**src/rtl/hs_fifo_pkg.sv**
```systemverilog
// hs_fifo_pkg
// Shared helper for the handshake FIFO: an elaboration-time power-of-two
// test used to validate the DEPTH parameter. No ports.
package hs_fifo_pkg;

    function automatic bit is_pow2(input int n);
        return (n > 0) && ((n & (n - 1)) == 0);
    endfunction

endpackage

```
**src/rtl/hs_fifo_mem.sv**
```systemverilog
// hs_fifo_mem
// WIDTH x DEPTH storage array for hs_fifo: one synchronous write port and one
// asynchronous read port. No reset; contents persist across reset and flush.
//
// Ports:
//   clk_core  clock for the write port
//   wr_en     write strobe
//   wr_addr   write index
//   wr_data   write payload
//   rd_addr   read index
//   rd_data   read payload (combinational from rd_addr)
module hs_fifo_mem #(
    parameter int WIDTH = 1,
    parameter int DEPTH = 4
) (
    input  logic                       clk_core,
    input  logic                       wr_en,
    input  logic [$clog2(DEPTH)-1:0]   wr_addr,
    input  logic [WIDTH-1:0]           wr_data,
    input  logic [$clog2(DEPTH)-1:0]   rd_addr,
    output logic [WIDTH-1:0]           rd_data
);

    logic [WIDTH-1:0] mem [DEPTH];

    always_ff @(posedge clk_core) begin
        if (wr_en) begin
            mem[wr_addr] <= wr_data;
        end
    end

    assign rd_data = mem[rd_addr];

endmodule

```
**src/rtl/hs_fifo.sv**
```systemverilog
// hs_fifo
// Valid/ready first-word-fall-through FIFO. Occupancy is tracked with two
// wrap-bit pointers; all status outputs are derived from registered pointers
// only, so nothing combinationally follows valid_i or ready_i.
//
// Ports:
//   clk_core   sole clock
//   rst_core   synchronous active-high reset (clears pointers)
//   flush_req  discard all held entries (drops any push that cycle)
//   in         upstream payload
//   valid_i    upstream payload valid
//   ready_o    FIFO can accept (~full)
//   out        head-entry payload, valid while valid_o=1
//   valid_o    head entry present (~empty)
//   ready_i    downstream accepts head
//   full       level == DEPTH
//   empty      level == 0
//   level      occupied entries, 0..DEPTH
module hs_fifo
    import hs_fifo_pkg::*;
#(
    parameter int WIDTH = 1,
    parameter int DEPTH = 4
) (
    input  logic                       clk_core,
    input  logic                       rst_core,
    input  logic                       flush_req,
    input  logic [WIDTH-1:0]           in,
    input  logic                       valid_i,
    output logic                       ready_o,
    output logic [WIDTH-1:0]           out,
    output logic                       valid_o,
    input  logic                       ready_i,
    output logic                       full,
    output logic                       empty,
    output logic [$clog2(DEPTH):0]     level
);

    localparam int AW = $clog2(DEPTH);
    localparam int PW = AW + 1;

    if (DEPTH < 2 || !is_pow2(DEPTH)) begin : g_bad_depth
        $error("hs_fifo: DEPTH must be a power of two and at least 2");
    end

    logic [PW-1:0] wr_ptr;
    logic [PW-1:0] rd_ptr;
    logic          push;
    logic          pop;
    logic          mem_we;

    assign empty   = (wr_ptr == rd_ptr);
    // Same slot index but different lap means the writer is a full lap ahead.
    assign full    = (wr_ptr[AW-1:0] == rd_ptr[AW-1:0]) && (wr_ptr[AW] != rd_ptr[AW]);
    assign level   = wr_ptr - rd_ptr;
    assign ready_o = ~full;
    assign valid_o = ~empty;

    assign push   = valid_i & ready_o;
    assign pop    = valid_o & ready_i;
    assign mem_we = push & ~flush_req & ~rst_core;

    // Pointers span 2*DEPTH and wrap by plain overflow.
    always_ff @(posedge clk_core) begin
        if (rst_core || flush_req) begin
            wr_ptr <= '0;
            rd_ptr <= '0;
        end else begin
            if (push) begin
                wr_ptr <= wr_ptr + 1'b1;
            end
            if (pop) begin
                rd_ptr <= rd_ptr + 1'b1;
            end
        end
    end

    hs_fifo_mem #(
        .WIDTH (WIDTH),
        .DEPTH (DEPTH)
    ) u_mem (
        .clk_core (clk_core),
        .wr_en    (mem_we),
        .wr_addr  (wr_ptr[AW-1:0]),
        .wr_data  (in),
        .rd_addr  (rd_ptr[AW-1:0]),
        .rd_data  (out)
    );

endmodule
```
**config.mk**
```make
export PLATFORM = sky130hd
export DESIGN_NAME = hs_fifo
export DESIGN_NICKNAME = d
export VERILOG_FILES = /design/src/rtl/hs_fifo_pkg.sv /design/src/rtl/hs_fifo_mem.sv /design/src/rtl/hs_fifo.sv
export SDC_FILE = /design/constraint.sdc
export NUM_CORES = 1
export LEC_CHECK = 0
export CAP_MARGIN = 30
export CELL_PAD_IN_SITES_DETAIL_PLACEMENT = 1
export CELL_PAD_IN_SITES_GLOBAL_PLACEMENT = 1
export CORE_MARGIN = 8
export CORE_UTILIZATION = 37
export CTS_CLUSTER_DIAMETER = 100
export DETAILED_ROUTE_END_ITERATION = 10
export PLACE_DENSITY = 0.74
export SYNTH_ARGS = -nofsm -noshare
export SYNTH_HDL_FRONTEND = slang
export SYNTH_SLANG_ARGS = --single-unit
```
**constraint.sdc**
```tcl
create_clock -name clk_core -period 1.9 [get_ports clk_core]
set_input_delay 0.57 -clock clk_core [delete_from_list [all_inputs] [get_ports clk_core]]
set_output_delay 0.57 -clock clk_core [all_outputs]
set_load 0.005 [all_outputs]
```
==> impl_results.md, run 1 <==
* RSZ-0062 raised after global routing: true
* Pwr Density at 482 nW/µm²
* Core area at 1750 µm²
* Slew @ Worst Pin at 0.419 ns
* Worst-path fanout max at 2
* Mean cell area of the mapped netlist at 10.3 µm²
* Post-synthesis mux area share at 0.104
* CP max stage delay at around 0.52 ns
* Post-Synth Simple-Gate Area at 0.151
* Clk slew on worst S/H paths at 0.08 ns
* HPWL after DPL at 1.34 mm
* Post-synthesis adder-cell area fraction at 0.154
* Via/cell ratio at about 4.9
* Failing checks: negative setup slack
* Pin count of the biggest net entering global routing at 18
* Crit. End Element: primary output
* Setup violations, final at 4
* Die area at 3530 µm²
* Sequential cell area fraction in the yosys report at 0.401
* WP data arrival at 1.48 ns
* Worst Path Class, Setup: reg2out
* Synthesis Warnings at 0
* GP Congestion at 0.744
* Mapped Cells at 68
* Synth Register Bits at 12
* Grt ovf at 0
* Final instance area at 1130 µm²
* Crit path required time at 1.33 ns
* Worst path slowest cell: fa_2
* Tot GR Track Use at 0.118
* Diode count at 0
* # rows at 15
* Total number of vias at 650
* H-tree Lvls at 1
* Largest delay share family, worst path: adder cells
* Post-Place Cell Area at 990 µm²
* Post-Route WL at 2.09 mm
* Post-Synth XOR/XNOR Area at 0.0376
* Final setup margin at -0.146 ns
* Starting Density at 0.400
* Pleak at ~0.52 nW
* Post-Layout Cell Count at 134
* Status: finished, violations left
* CTS Buf Count at 3
* Initial DRT Pass Iterations at 4
* Nets at 124
* CTS tree: yes
* Clk buf depth at 2
* I/O pin total at 14
* Tmin final at 2.05 ns
* VDD IR-drop max at 257 µV
* FMAX at 489 MHz
* MaxCap Viol Count at 0
* Synth unique cells at 20
* Worst path buffer plus inverter count at 3
* Critical path cell sequence: inv_2, ha_4, fa_2, inv_2, buf_6
* Die Width at 59.4 µm
* Clk Latency, worst-skew pair at ~0.27 ns
* Vias in the first global route at between 700 and 800
* Synth Net Count at between 80 and 90
* Largest family of logic cells by synthesized area: adder cells
* First-pass GRT wire length at 3.17 mm
* Antenna Nets Post-Route at 0
* PortBufs at 13
* WL per Instance at roughly 16 µm
* Iter 0 DRT Violations at 7
* Startpoint types: flop
* Layout cells sized above 1 at 0.495
* Area Overhead vs Synth at 61.8%
* Max Slew Vio Count at 0
* Worst slew margin relative to its limit at 0.718
* Final Hold Violating Endpoints at 0
* Die Y at 59.4 µm
* Post-route DRC at 0
* # hold bufs at CTS at 0
* Clock root cell: clkbuf_4
* Compound-Gate Fraction of Synth Area at 0.0789
* Clock sinks at 12
* CP most frequent cell: inv_2
* Mapped Area at ~700 µm²
* Cell count after placement at 121
* Initial antenna violation count at 0
* Clock skew at 0.00311 ns
* Share of the clock period used by the worst path at 1.08
* Hold Crit Class: reg2reg
-- logic make-up (layout without fill, tap and decap cells) --
kind of cell             Yosys count  count (layout)
XOR/XNOR                           3               3
flip-flops                        12              12
multiplexers                       6               6
adder cells (fa/ha/maj)            8               8
AO/OA/AOI/OAI                      6               6
AND/OR/NAND/NOR                   20              20
buffers and inverters             13              54
-- worst paths after layout --
kind         startpoint         to  slack [ns]  cells past startpoint
min reg2reg   wr_ptr[2]  wr_ptr[2]        0.61                      2
max reg2reg   wr_ptr[0]  wr_ptr[2]        0.07                     12
min           wr_ptr[2]  wr_ptr[2]        0.61                      2
max           wr_ptr[0]   level[1]       -0.15                      5
-- through the flow --
step	util	hold slack (ns)	setup TNS, ns	power [mW]	worst slack [ns]
floorplan	-	0.469	0	0.310	0.149
global placement	0.567	0.592	-1.17	0.362	-0.271
detailed placement	0.567	0.603	-1.50	0.365	-0.309
CTS	0.609	0.614	-0.373	0.535	-0.208
global route	0.647	0.659	-0.627	0.565	-0.215
finish	0.647	0.608	-0.309	0.544	-0.146
-- tightest hold or removal path, delay by kind of cell, from the launching register on --
kind             cells  cell delay (ns)
AO/OA/AOI/OAI        1             0.08
flip-flops           1             0.38
AND/OR/NAND/NOR      1             0.10
-- area by class of cell --
type / instances / area [µm²]
tap: 25 / 31.3
fill: 192 / 616
inverter: 11 / 41.3
timing repair buffer: 39 / 334
clock inverter: 1 / 3.75
sequential: 12 / 285
clock buffer: 3 / 22.5
multi-input combinational: 43 / 412
-- report_power, final --
group,internal (mW),switching [mW]
logic,0.0614,0.0468
registers,0.268,0.00232
clock network,0.0759,0.0897
-- synthesized netlist by cell type --
master    count  area share
ha_1          7        0.13
nand4b_1      2       0.025
and3_1        4       0.036
nand2_1       9       0.048
xnor2_1       2       0.025
buf_2         2       0.014
mux2i_1       5       0.072
xor2_1        1       0.013
dfxtp_1       8        0.23
mux4_2        1       0.032
fa_1          1       0.029
nand4_1       2       0.018
or3_1         1      0.0090
a21oi_4       1       0.023
nor2_1        1      0.0054
edfxtp_1      4        0.17
and2_0        1      0.0090
inv_1        11       0.059
o211ai_1      4       0.043
a21oi_2       1       0.013
-- timing repair --
action / in CTS / in global routing
gates cloned: 0 / 0
gates resized for setup: 42 / 12
pin swaps: 4 / 2
setup endpoints to repair: 8 / 8
setup buffers: 7 / 2
-- routing by layer --
layer | track usage | up-vias | part of all wire
li1 | - | 314 | -
met5 | 0 | - | 0
met3 | 0.0412 | 2 | 0.040
met1 | 0.121 | 319 | 0.42
met4 | 0.0410 | 0 | 0.0053
met2 | 0.213 | 15 | 0.54
-- placed cells by master, fill, tap and decap left out, types with 2 or more instances in the layout --
cell type        Yosys  layout
inv_1               11       6
dfxtp_1              8       4
o211ai_1             4       4
ha_1                 7       5
dfxtp_2              0       4
nand4b_1             2       2
buf_6                0       5
buf_2                2       2
mux2i_1              5       5
clkdlybuf4s50_1      0       5
edfxtp_1             4       4
inv_2                0       5
nand2_1              9       7
clkbuf_4             0       3
and3_1               4       4
buf_4                0      25
xnor2_1              2       2
nand2_4              0       2
ha_4                 0       2
nand4_1              2       2
(Power assumes the default switching activity.)
==> run 2, diff against run 1 <==
--- a/config.mk
+++ b/config.mk
@@ -13,6 +13,7 @@
 export CTS_CLUSTER_DIAMETER = 100
 export DETAILED_ROUTE_END_ITERATION = 10
 export PLACE_DENSITY = 0.74
+export SKIP_LAST_GASP = 1
 export SYNTH_ARGS = -nofsm -noshare
 export SYNTH_HDL_FRONTEND = slang
 export SYNTH_SLANG_ARGS = --single-unit
==> constraint.sdc (replaced) <==
create_clock -name clk_core -period 1.9 [get_ports clk_core]
set_input_delay 0.57 -clock clk_core [delete_from_list [all_inputs] [get_ports clk_core]]
set_output_delay 0.57 -clock clk_core [all_outputs]
set_load 0.1 [all_outputs]
==> impl_results.md, run 2 (synthesis results as in run 1) <==
* PortBufs at 13
* Clk slew on worst S/H paths at 0.08 ns
* Tmin final at about 2.2 ns
* CTS Buf Count at 3
* Nets at roughly 110
* Pin count of the biggest net entering global routing at 18
* Commonest cells after routing, fill and taps aside: buf_4 (12), buf_12 (9), nand2_1 (7)
* Worst slew margin relative to its limit at 0.810
* Met2 WL at 1.00 mm
* Clock root cell: clkbuf_4
* H-tree Lvls at 1
* CTS tree: yes
* Crit path required time at 1.33 ns
* Via/cell ratio at 4.83
* # rows at 15
* First-pass GRT wire length at around 2.9 mm
* Metal-1 WL at 839 µm
* Final core occ at 0.672
* Crit. End Element: primary output
* Layout cells sized above 1 at 0.479
* Clk buf depth at 2
* MaxCap Viol Count at 0
* Worst path buffer plus inverter count at 3
* Initial antenna violation count at 0
* Starting Density at 0.400
* GP Congestion at ~0.73
* Startpoint types: flop
* Grt ovf at 0
* Diode count at 0
* Post-Route WL at a little under 2 mm
* Vias in the first global route at 595
* Failing checks: negative setup slack
* Final setup margin at -0.332 ns
* Final Hold Violating Endpoints at 0
* Worst-path fanout max at 2
* Clock skew at 0.00424 ns
* Antenna Nets Post-Route at 0
* Clock sinks at 12
* Initial DRT Pass Iterations at 4
* Slew @ Worst Pin at 0.283 ns
* Critical path cell sequence: inv_2, ha_4, fa_2, clkinvlp_4, buf_12
* Die Width at 59.4 µm
* Status: finished, violations left
* VDD IR-drop max at roughly 280 µV
* Share of the clock period used by the worst path at 1.17
* WL per Instance at 15.9 µm
* Setup TNS at -0.972 ns
* RSZ-0062 raised after global routing: true
* Clk Latency, worst-skew pair at 0.27 ns
* Worst path slowest cell: fa_2
* Die area at 3530 µm²
* Pwr Density at just over 500 nW/µm²
* Core area at 1750 µm²
* WL met3 at 53 µm
* Die Y at between 50 and 60 µm
* Worst Path Class, Setup: reg2out
* Setup violations, final at 7
* Final Power at 0.610 mW
* Iter 0 DRT Violations at 7
* Hold Crit Class: reg2reg
* Area Overhead vs Synth at 68.1%
* Top sig layer: met4
* I/O pin total at 14
* Post-route DRC at 0
* FMAX at 448 MHz
* Most common cell after layout, fill and taps aside: buf_4
* WP data arrival at ~1.7 ns
* Total number of vias at around 590
* Largest delay share family, worst path: adder cells
* CP max stage delay at 0.56 ns
* Tot GR Track Use at 0.112
* Max Slew Vio Count at 0
* Pleak at between 0.4 and 0.5 nW
[run 2: changes by cell type in the layout (fill, tap and decap cells not counted), moves of 3 or more]
cell and delta:
inv_2 -3, buf_12 +8, buf_4 -13, buf_6 -5, clkinvlp_4 +3
[run 2: area by class of cell]
type                       instances  area, µm²
clock buffer                       3       22.5
clock inverter                     1       3.75
fill                             184        572
inverter                          11       52.6
multi-input combinational         43        455
sequential                        12        288
tap                               25       31.3
timing repair buffer              26        320
[run 2: power breakdown]
part           switching (mW)  leakage [nW]  internal, mW
Clock                  0.0901        0.0154        0.0760
Sequential            0.00277         0.104         0.268
Combinational           0.103         0.358        0.0696
Total                   0.196         0.477         0.414
[run 2: layer usage]
layer | vias up | GRT usage
met5 | - | 0
met4 | 0 | 0.0819
li1 | 290 | -
met3 | 2 | 0.0304
met1 | 285 | 0.128
met2 | 8 | 0.174
[run 2: what timing repair did]
action,4_1_cts,5_1_grt
setup buffers,0,2
hold buffers,0,0
gates resized for setup,3,5
endpoints found under the setup margin,7,7
pin swaps,1,5
gates cloned,0,0
[run 2: stage by stage]
stage | setup slack (ns) | area [µm²] | instances | hold slack (ns)
2_1_floorplan | -0.231 | 792 | 68 | 0.461
3_3_place_gp | -0.0329 | 1110 | 115 | 0.581
3_5_place_dp | -0.0559 | 1110 | 115 | 0.591
4_1_cts | -0.326 | 1140 | 119 | 0.602
5_1_grt | -0.388 | 1170 | 121 | 0.656
6_report | -0.332 | 1170 | 121 | 0.610
[run 2: final timing paths]
path | startpoint | to | slack [ns] | cells after the start
setup / recovery | wr_ptr[0] | level[1] | -0.33 | 5
hold / removal | wr_ptr[2] | rd_ptr[2] | 0.61 | 2
setup reg to reg | rd_ptr[1] | u_mem.mem[0] | 0.21 | 6
hold reg to reg | wr_ptr[2] | rd_ptr[2] | 0.61 | 2
[run 2: tightest hold or removal path: stages, from the launching register on]
cell      delay [ns]
dfxtp_2         0.37
nand4_1         0.10
o211ai_1        0.09
